<file path="config.mk">
export PLATFORM = sky130hd
export DESIGN_NAME = twiddle_cmul
export DESIGN_NICKNAME = d
export VERILOG_FILES = /design/src/rtl/twiddle_cmul_pkg.sv /design/src/rtl/twiddle_cmul_sat.sv /design/src/rtl/twiddle_cmul.sv
export SDC_FILE = /design/constraint.sdc
export NUM_CORES = 2
export LEC_CHECK = 0
export CAP_MARGIN = 25
export CORE_UTILIZATION = 55
export CTS_CLUSTER_DIAMETER = 150
export DETAILED_ROUTE_END_ITERATION = 7
export GPL_TIMING_DRIVEN = 0
export PLACE_DENSITY_LB_ADDON = 0.15
export SYNTH_ARGS = -nofsm -noshare
export SYNTH_HDL_FRONTEND = slang
export SYNTH_HIERARCHICAL = 1
export SYNTH_SLANG_ARGS = --single-unit
</file>
<file path="constraint.sdc">
create_clock -name sys_clk -period 9.4 [get_ports sys_clk]
set_input_delay 0.94 -clock sys_clk [delete_from_list [all_inputs] [get_ports sys_clk]]
set_output_delay 0.94 -clock sys_clk [all_outputs]
set_load 0.02 [all_outputs]
</file>
<file path="src/rtl/twiddle_cmul_pkg.sv">
// Shared constants and types for the twiddle complex multiplier: Q2.15 twiddle format and FSM states.
package twiddle_cmul_pkg;

  localparam int unsigned TW_W    = 17;
  localparam int unsigned TW_FRAC = 15;
  localparam int          TW_ONE  = 32768;

  typedef enum logic {
    WAIT_TW = 1'b0,
    RUN     = 1'b1
  } state_e;

endpackage

</file>
<file path="src/rtl/twiddle_cmul_sat.sv">
// cmul_sat: scale by >>> SHIFT, optional round-half-up (TWIDDLE_CMUL_ROUND_EN), saturate to OUT_W.
module cmul_sat #(
  parameter int unsigned IN_W  = 34,
  parameter int unsigned OUT_W = 16,
  parameter int unsigned SHIFT = 15
) (
  input  logic signed [IN_W-1:0]  sum_i,
  output logic signed [OUT_W-1:0] sat_c,
  output logic                    clip_c
);

  // One guard bit so the rounding add can never wrap.
  localparam int unsigned EW = IN_W + 1;
  localparam logic signed [EW-1:0] SAT_MAX = EW'((64'sd1 <<< (OUT_W - 1)) - 64'sd1);
  localparam logic signed [EW-1:0] SAT_MIN = ~SAT_MAX;
`ifdef TWIDDLE_CMUL_ROUND_EN
  localparam logic signed [EW-1:0] RND = EW'(64'sd1 <<< (SHIFT - 1));
`else
  localparam logic signed [EW-1:0] RND = '0;
`endif

  logic signed [EW-1:0] ext;
  logic signed [EW-1:0] shf;

  always_comb begin
    ext    = EW'(sum_i) + RND;
    shf    = ext >>> SHIFT;
    clip_c = 1'b0;
    sat_c  = OUT_W'(shf);
    if (shf > SAT_MAX) begin
      sat_c  = OUT_W'(SAT_MAX);
      clip_c = 1'b1;
    end else if (shf < SAT_MIN) begin
      sat_c  = OUT_W'(SAT_MIN);
      clip_c = 1'b1;
    end
  end

endmodule

</file>
<file path="src/rtl/twiddle_cmul.sv">
// Twiddle complex multiplier: dout = din * tw, 4-stage pipeline gated by sys_en and cordic_rdy.
// Build option: TWIDDLE_CMUL_ROUND_EN selects round-half-up instead of floor in the final scale.
module twiddle_cmul
  import twiddle_cmul_pkg::*;
#(
  parameter int unsigned data_bw    = 16,
  parameter int unsigned fft_length = 16,
  parameter int unsigned align_dly  = 0
) (
  input  logic                      sys_clk,
  input  logic                      sys_nrst,
  input  logic                      sys_en,
  input  logic signed [data_bw-1:0] din_r,
  input  logic signed [data_bw-1:0] din_i,
  input  logic                      din_vld,
  input  logic signed [TW_W-1:0]    tw_fac_r,
  input  logic signed [TW_W-1:0]    tw_fac_i,
  input  logic                      cordic_rdy,
  output logic signed [data_bw-1:0] dout_r,
  output logic signed [data_bw-1:0] dout_i,
  output logic                      dout_vld,
  output logic                      dout_sof,
  output logic                      ovf_flag
);

  localparam int unsigned PW    = data_bw + TW_W;
  localparam int unsigned SW    = PW + 1;
  localparam int unsigned CNT_W = (fft_length > 1) ? $clog2(fft_length) : 1;
  localparam logic [CNT_W-1:0] CNT_MAX = CNT_W'(fft_length - 1);

  state_e state_q, state_d;

  always_comb begin
    state_d = state_q;
    if (sys_en && cordic_rdy && (state_q == WAIT_TW)) state_d = RUN;
  end

  always_ff @(posedge sys_clk or negedge sys_nrst) begin
    if (!sys_nrst) state_q <= WAIT_TW;
    else           state_q <= state_d;
  end

  logic vld_in;
  assign vld_in = din_vld & (state_q == RUN);

  logic signed [data_bw-1:0] al_r, al_i;
  logic                      al_vld;

  // Optional input delay so din lines up with a twiddle source of matching latency.
  if (align_dly == 0) begin : g_no_align
    assign al_r   = din_r;
    assign al_i   = din_i;
    assign al_vld = vld_in;
  end else begin : g_align
    logic signed [data_bw-1:0] dr_q [align_dly];
    logic signed [data_bw-1:0] di_q [align_dly];
    logic                      dv_q [align_dly];
    always_ff @(posedge sys_clk or negedge sys_nrst) begin
      if (!sys_nrst) begin
        for (int k = 0; k < int'(align_dly); k++) begin
          dr_q[k] <= '0;
          di_q[k] <= '0;
          dv_q[k] <= 1'b0;
        end
      end else if (sys_en) begin
        dr_q[0] <= din_r;
        di_q[0] <= din_i;
        dv_q[0] <= vld_in;
        for (int k = 1; k < int'(align_dly); k++) begin
          dr_q[k] <= dr_q[k-1];
          di_q[k] <= di_q[k-1];
          dv_q[k] <= dv_q[k-1];
        end
      end
    end
    assign al_r   = dr_q[align_dly-1];
    assign al_i   = di_q[align_dly-1];
    assign al_vld = dv_q[align_dly-1];
  end

  logic signed [data_bw-1:0] ar_q, ai_q;
  logic signed [TW_W-1:0]    br_q, bi_q;
  logic signed [PW-1:0]      p_rr_q, p_ii_q, p_ri_q, p_ir_q;
  logic signed [SW-1:0]      re_q, im_q;
  logic                      s1_vld_q, s2_vld_q, s3_vld_q;
  logic [CNT_W-1:0]          cnt_q, cnt_d;

  logic signed [data_bw-1:0] sat_r, sat_i;
  logic                      clip_r, clip_i;
  logic                      sof_d, ovf_d;

  cmul_sat #(.IN_W(SW), .OUT_W(data_bw), .SHIFT(TW_FRAC)) u_sat_r (
    .sum_i (re_q),
    .sat_c (sat_r),
    .clip_c(clip_r)
  );

  cmul_sat #(.IN_W(SW), .OUT_W(data_bw), .SHIFT(TW_FRAC)) u_sat_i (
    .sum_i (im_q),
    .sat_c (sat_i),
    .clip_c(clip_i)
  );

  // Frame position advances once per valid output sample.
  always_comb begin
    cnt_d = cnt_q;
    sof_d = s3_vld_q & (cnt_q == '0);
    ovf_d = ovf_flag | (s3_vld_q & (clip_r | clip_i));
    if (s3_vld_q) cnt_d = (cnt_q == CNT_MAX) ? '0 : cnt_q + CNT_W'(1);
  end

  always_ff @(posedge sys_clk or negedge sys_nrst) begin
    if (!sys_nrst) begin
      ar_q     <= '0;
      ai_q     <= '0;
      br_q     <= '0;
      bi_q     <= '0;
      s1_vld_q <= 1'b0;
      p_rr_q   <= '0;
      p_ii_q   <= '0;
      p_ri_q   <= '0;
      p_ir_q   <= '0;
      s2_vld_q <= 1'b0;
      re_q     <= '0;
      im_q     <= '0;
      s3_vld_q <= 1'b0;
      dout_r   <= '0;
      dout_i   <= '0;
      dout_vld <= 1'b0;
      dout_sof <= 1'b0;
      ovf_flag <= 1'b0;
      cnt_q    <= '0;
    end else if (sys_en) begin
      ar_q     <= al_r;
      ai_q     <= al_i;
      br_q     <= tw_fac_r;
      bi_q     <= tw_fac_i;
      s1_vld_q <= al_vld;
      p_rr_q   <= ar_q * br_q;
      p_ii_q   <= ai_q * bi_q;
      p_ri_q   <= ar_q * bi_q;
      p_ir_q   <= ai_q * br_q;
      s2_vld_q <= s1_vld_q;
      re_q     <= SW'(p_rr_q) - SW'(p_ii_q);
      im_q     <= SW'(p_ri_q) + SW'(p_ir_q);
      s3_vld_q <= s2_vld_q;
      dout_r   <= sat_r;
      dout_i   <= sat_i;
      dout_vld <= s3_vld_q;
      dout_sof <= sof_d;
      ovf_flag <= ovf_d;
      cnt_q    <= cnt_d;
    end
  end

endmodule

</file>
# After elaboration in Yosys (flattened, before gate mapping)
# Index checks and enable logic that the tools add are counted.
[classes] n_addsub=3 multipliers=4 magnitude_cmp=4 n_eq_ne=1 mux=9 n_bitwise=6 reduce_logical=4
[op_table] cell="16-bit by 17-bit multiplier with 33-bit output" count=4
[op_table] cell="16-bit 2-to-1 mux" count=4
[op_table] cell="19-bit by 16-bit > comparator with 1-bit output, second input constant" count=2
[op_table] cell="19-bit by 16-bit less-than comparator with 1-bit output, second input constant" count=2
[op_table] cell="33-bit by 33-bit adder with 34-bit output" count=1
[op_table] cell="33-bit by 33-bit subtractor with 34-bit output" count=1
[op_table] cell="4-bit by 1-bit adder with 4-bit output, second input constant" count=1
[op_table] cell="4-bit == test, second input constant" count=1
[op_table] cell="4-bit logical NOT" count=1
[op_table] cell="1-bit 2-to-1 mux" count=4
[op_table] cell="4-bit 2-to-1 mux" count=1
[op_table] cell="1-bit AND" count=3
[op_table] cell="1-bit logical AND" count=2
[op_table] cell="1-bit bitwise OR" count=2
[op_table] cell="2-bit AND reduction" count=1
[op_table] cell="1-bit NOT" count=1
[totals] ff_bits=309 input_bits=71

# Logic depth before layout (Yosys ltp)
[logic_depth] depth_word=6 depth_mapped=24

# By module
# Netlist, hierarchy kept.
[modules_own_cells] mod="twiddle_cmul" n_inst=1 cells_per_inst=5975 area_each_um2=56653.1 seq_area_each_um2=7732.4
[modules_own_cells] mod="cmul_sat" n_inst=2 cells_per_inst=59 area_each_um2=382.9 seq_area_each_um2=0.0

# Worst setup path before layout
# Ideal clock, no wire load.
[synth_timing] kind="register to register" startpoint="reg ai_q[1]" endpoint="reg p_ir_q[30]" arrival_time_ns=6.268 t_required_ns=9.275 path_slack_ns=3.007 stages_incl_launch_ff=23 synth_period_minus_slack_ns=6.393 cell_sequence="dfrtp_1 > clkbuf_1 > clkbuf_1 > nand2_1 > inv_1 > fa_1 > fa_1 > fa_1 > fa_1 > fa_1 > inv_1 > fa_1 > inv_1 > ha_1 > clkbuf_1 > nand2_1 > nor2_1 > and3_1 > a22o_1 > a2111oi_0 > nor2_1 > xor2_1 > mux2_2"
[synth_via] elab_chain_cells=1
[synth_lines] element="start: declaration" line="twiddle_cmul.sv:81" source="logic signed [data_bw-1:0] ar_q, ai_q;"
[synth_lines] element="start signal: assignment" line="twiddle_cmul.sv:135" source="ai_q <= al_i;"
[synth_lines] element="16-bit by 17-bit multiplier with 33-bit output" line="twiddle_cmul.sv:142" source="p_ir_q <= ai_q * br_q;"
[synth_lines] element="end signal: assignment" line="twiddle_cmul.sv:142"
[synth_lines] element="end: declaration" line="twiddle_cmul.sv:83" source="logic signed [PW-1:0] p_rr_q, p_ii_q, p_ri_q, p_ir_q;"
# Every way passes these cells.
# A chain may end at the register's enable or synchronous reset.

# Worst setup path in the final report
[layout_timing] startpoint="reg ar_q[1]" endpoint="reg p_rr_q[30]"
[layout_via] elab_chain_cells=1
[layout_lines] element="start: declaration" line="twiddle_cmul.sv:81"
[layout_lines] element="start signal: assignment" line="twiddle_cmul.sv:134" source="ar_q <= al_r;"
[layout_lines] element="16-bit by 17-bit multiplier with 33-bit output" line="twiddle_cmul.sv:139" source="p_rr_q <= ar_q * br_q;"
[layout_lines] element="end signal: assignment" line="twiddle_cmul.sv:139"
[layout_lines] element="end: declaration" line="twiddle_cmul.sv:83"
# Every way passes these cells.

==> impl_metrics.py <==
metrics = {
    "status": {
        "status": "complete, no violations",
    },
    "timing": {
        "setup_viol_count_final": 0,
        "slew_violations": 0,
        "holdWs_ps": 314,
        "fmax_ghz": 0.116,
        "tightest_slew_ps": 1190,
        "skew_ps": 35.9,
        "finalCriticalPeriod_ps": 8630,
        "fin_crit_sh": 0.918,
        "slew_headroom": 0.204,
        "setup_tns_ps": 0,
        "hold_viol": 0,
        "rsz0062_at_grt": "false",
    },
    "global_route": {
        "grt_pass1_wl_um": 293000,
        "antenna_found_initial": 22,
        "grtUsageTotal": 0.396,
        "grt_start_max_net_pins": 115,
        "grt_pass1_vias": 46200,
        "grt_overflow": 0,
    },
    "logic_synthesis": {
        "syn_nets": 7518,
        "syn_area_um2": 55800,
        "synth_warnings": 6,
        "syn-instance-count": 5937,
        "synth_area_per_cell_um2": 9.40,
    },
    "setup_path": {
        "crit_fanout": 10,
        "crit_required_ps": 9970,
        "cp_common_cell": "fa_1",
        "critPathLaunchType": "flop",
        "crit_path_max_incr_delay_ps": 960,
        "critPathKind": "reg2reg",
        "worstPathArrival_ps": 9200,
        "path_buf_inv": 5,
        "crit_slowest_cell": "fa_1",
        "crit_family": "adder cells",
        "cp_cell_sequence": "clkbuf_1, clkbuf_1, nand2_1, inv_1, fa_1, fa_1, fa_1, fa_1, fa_1, inv_1, fa_1, inv_1, ha_1, and2_1, and3_1, nand2_1, a211o_1, o31ai_1, o41ai_2, xnor2_1, mux2_2",
        "critPathCaptureType": "flop",
    },
    "detailed_routing": {
        "ant_nets": 0,
        "wl_per_cell_um": 26.2,
        "num_vias": 44100,
        "drt_iter0_markers": 4327,
        "totalWireLength_um": 196000,
        "vias_per_cell": 5.88,
        "drc": 0,
        "dr.pass1.iters": 6,
    },
    "clock_network": {
        "cts_buffer_depth": 3,
        "cts_sinks": 279,
        "cts_htree_levels": 2,
        "holdBufCountCts": 0,
        "tritoncts": "done",
        "path_clk_slew_ps": 60,
        "cts-root-buf": "clkbuf_16",
        "cts_buffers": 39,
        "clock_latency_ps": 640,
        "post_cts_buffers": 0,
        "postCtsResizedCells": 0,
    },
    "placed_design": {
        "place_congestion": 1.04,
        "io_buffers": 104,
        "dp_hpwl_um": 162000,
    },
    "cells_and_area": {
        "fillers": 8948,
        "regArea_um2": 6980,
        "area_delta_synth_final_pct": 8.02,
        "drive_gt1_frac": 0.0486,
        "multi_input_area_um2": 42800,
        "final_nets": 7682,
    },
    "floorplanning": {
        "die_h_um": 321,
        "core_um2": 100000,
        "rows": 116,
        "die_w_um": 321,
        "start_util": 0.557,
        "die_area_um2": 103000,
        "io_pins": 106,
    },
    "job": {
        "cap_violations": 0,
    },
    "hold_path": {
        "hold_path_class": "in2async",
    },
}
per-stage QoR:
step	area, um^2	utilization	instances	setup slack [ps]
2_1_floorplan	55800	-	5937	3010
3_3_place_gp	58600	0.584	7398	-5960
3_5_place_dp	58800	0.586	7411	1010
4_1_cts	60200	0.600	7482	968
5_1_grt	60300	0.601	7488	666
6_report	60300	0.601	7494	767
state kept, by name, summed over array words and instances, names as in the netlist, 4 cells and up:
register and cells:
p_ii_q 33, bi_q 17, cnt_q 4, ai_q 16
dout_i 16, re_q 19, dout_r 16, p_rr_q 33
im_q 19, ar_q 16, br_q 17, p_ri_q 33
p_ir_q 33
metal layers:
metal | wire [um] | vias up | GRT usage
li1 | - | 18600 | -
met1 | 72600 | 22500 | 0.498
met3 | 20600 | 638 | 0.0931
met4 | 16700 | 14 | 0.280
met5 | 115 | - | 0
met2 | 86200 | 2270 | 0.606
final timing paths:
check,startpoint,endpoint,slack (ps),cells past startpoint
setup / recovery,ar_q[1]$_DFFE_PN0P_,p_rr_q[30]$_DFFE_PN0P_,770,21
hold / removal,sys_nrst,ar_q[9]$_DFFE_PN0P_,310,1
setup reg to reg,ar_q[1]$_DFFE_PN0P_,p_rr_q[30]$_DFFE_PN0P_,770,21
hold reg to reg,state_q$_DFFE_PN0P_,state_q$_DFFE_PN0P_,460,1
max in group asynchronous,sys_nrst,dout_r[15]$_DFFE_PN0P_,7950,2
min in group sys_clk,state_q$_DFFE_PN0P_,state_q$_DFFE_PN0P_,460,1
area by class of cell:
| type | instances | area share |
|---|---|---|
| clock inverter | 19 | 0.00506 |
| tap | 1357 | 0.0282 |
| timing repair buffer | 123 | 0.0221 |
| multi-input combinational | 4067 | 0.710 |
| antenna | 6 | 0.000249 |
| buffer | 307 | 0.0201 |
| clock buffer | 52 | 0.0186 |
| inverter | 1284 | 0.0799 |
| sequential | 279 | 0.116 |
worst register-to-register path, cell delays in order (launching register included):
cell and delay [ps]:
dfrtp_1 320, clkbuf_1 520, clkbuf_1 740, nand2_1 220, inv_1 180, fa_1 550
fa_1 970, fa_1 540, fa_1 500, fa_1 490, inv_1 50, fa_1 480
inv_1 150, ha_1 440, and2_1 180, and3_1 210, nand2_1 110, a211o_1 240
o31ai_1 650, o41ai_2 130, xnor2_1 600, mux2_2 290
layout by cell type (no fill, tap or decap), types with 16 or more instances in the layout:
cell	n
and3_1	22
a21boi_0	39
o21ai_0	106
mux2_2	162
a31oi_1	21
nor3_1	65
nand2b_1	30
o211ai_1	30
dfrtp_1	279
nand4_1	16
xor2_1	24
or3_1	22
and2_1	527
nor2_1	141
nand3_1	37
nor4_1	41
a211oi_1	29
nor2b_1	17
clkdlybuf4s50_1	103
clkbuf_16	39
nand2_1	628
a21oi_1	142
inv_1	1282
clkbuf_1	283
o2111ai_1	17
a21o_1	97
o21a_1	40
ha_1	404
xnor2_1	98
o31ai_1	16
o21bai_1	20
fa_1	1106
Power is left out: the tool's default activity adds up to more than one toggle a clock period on the data nets, which glitch-free logic cannot reach.
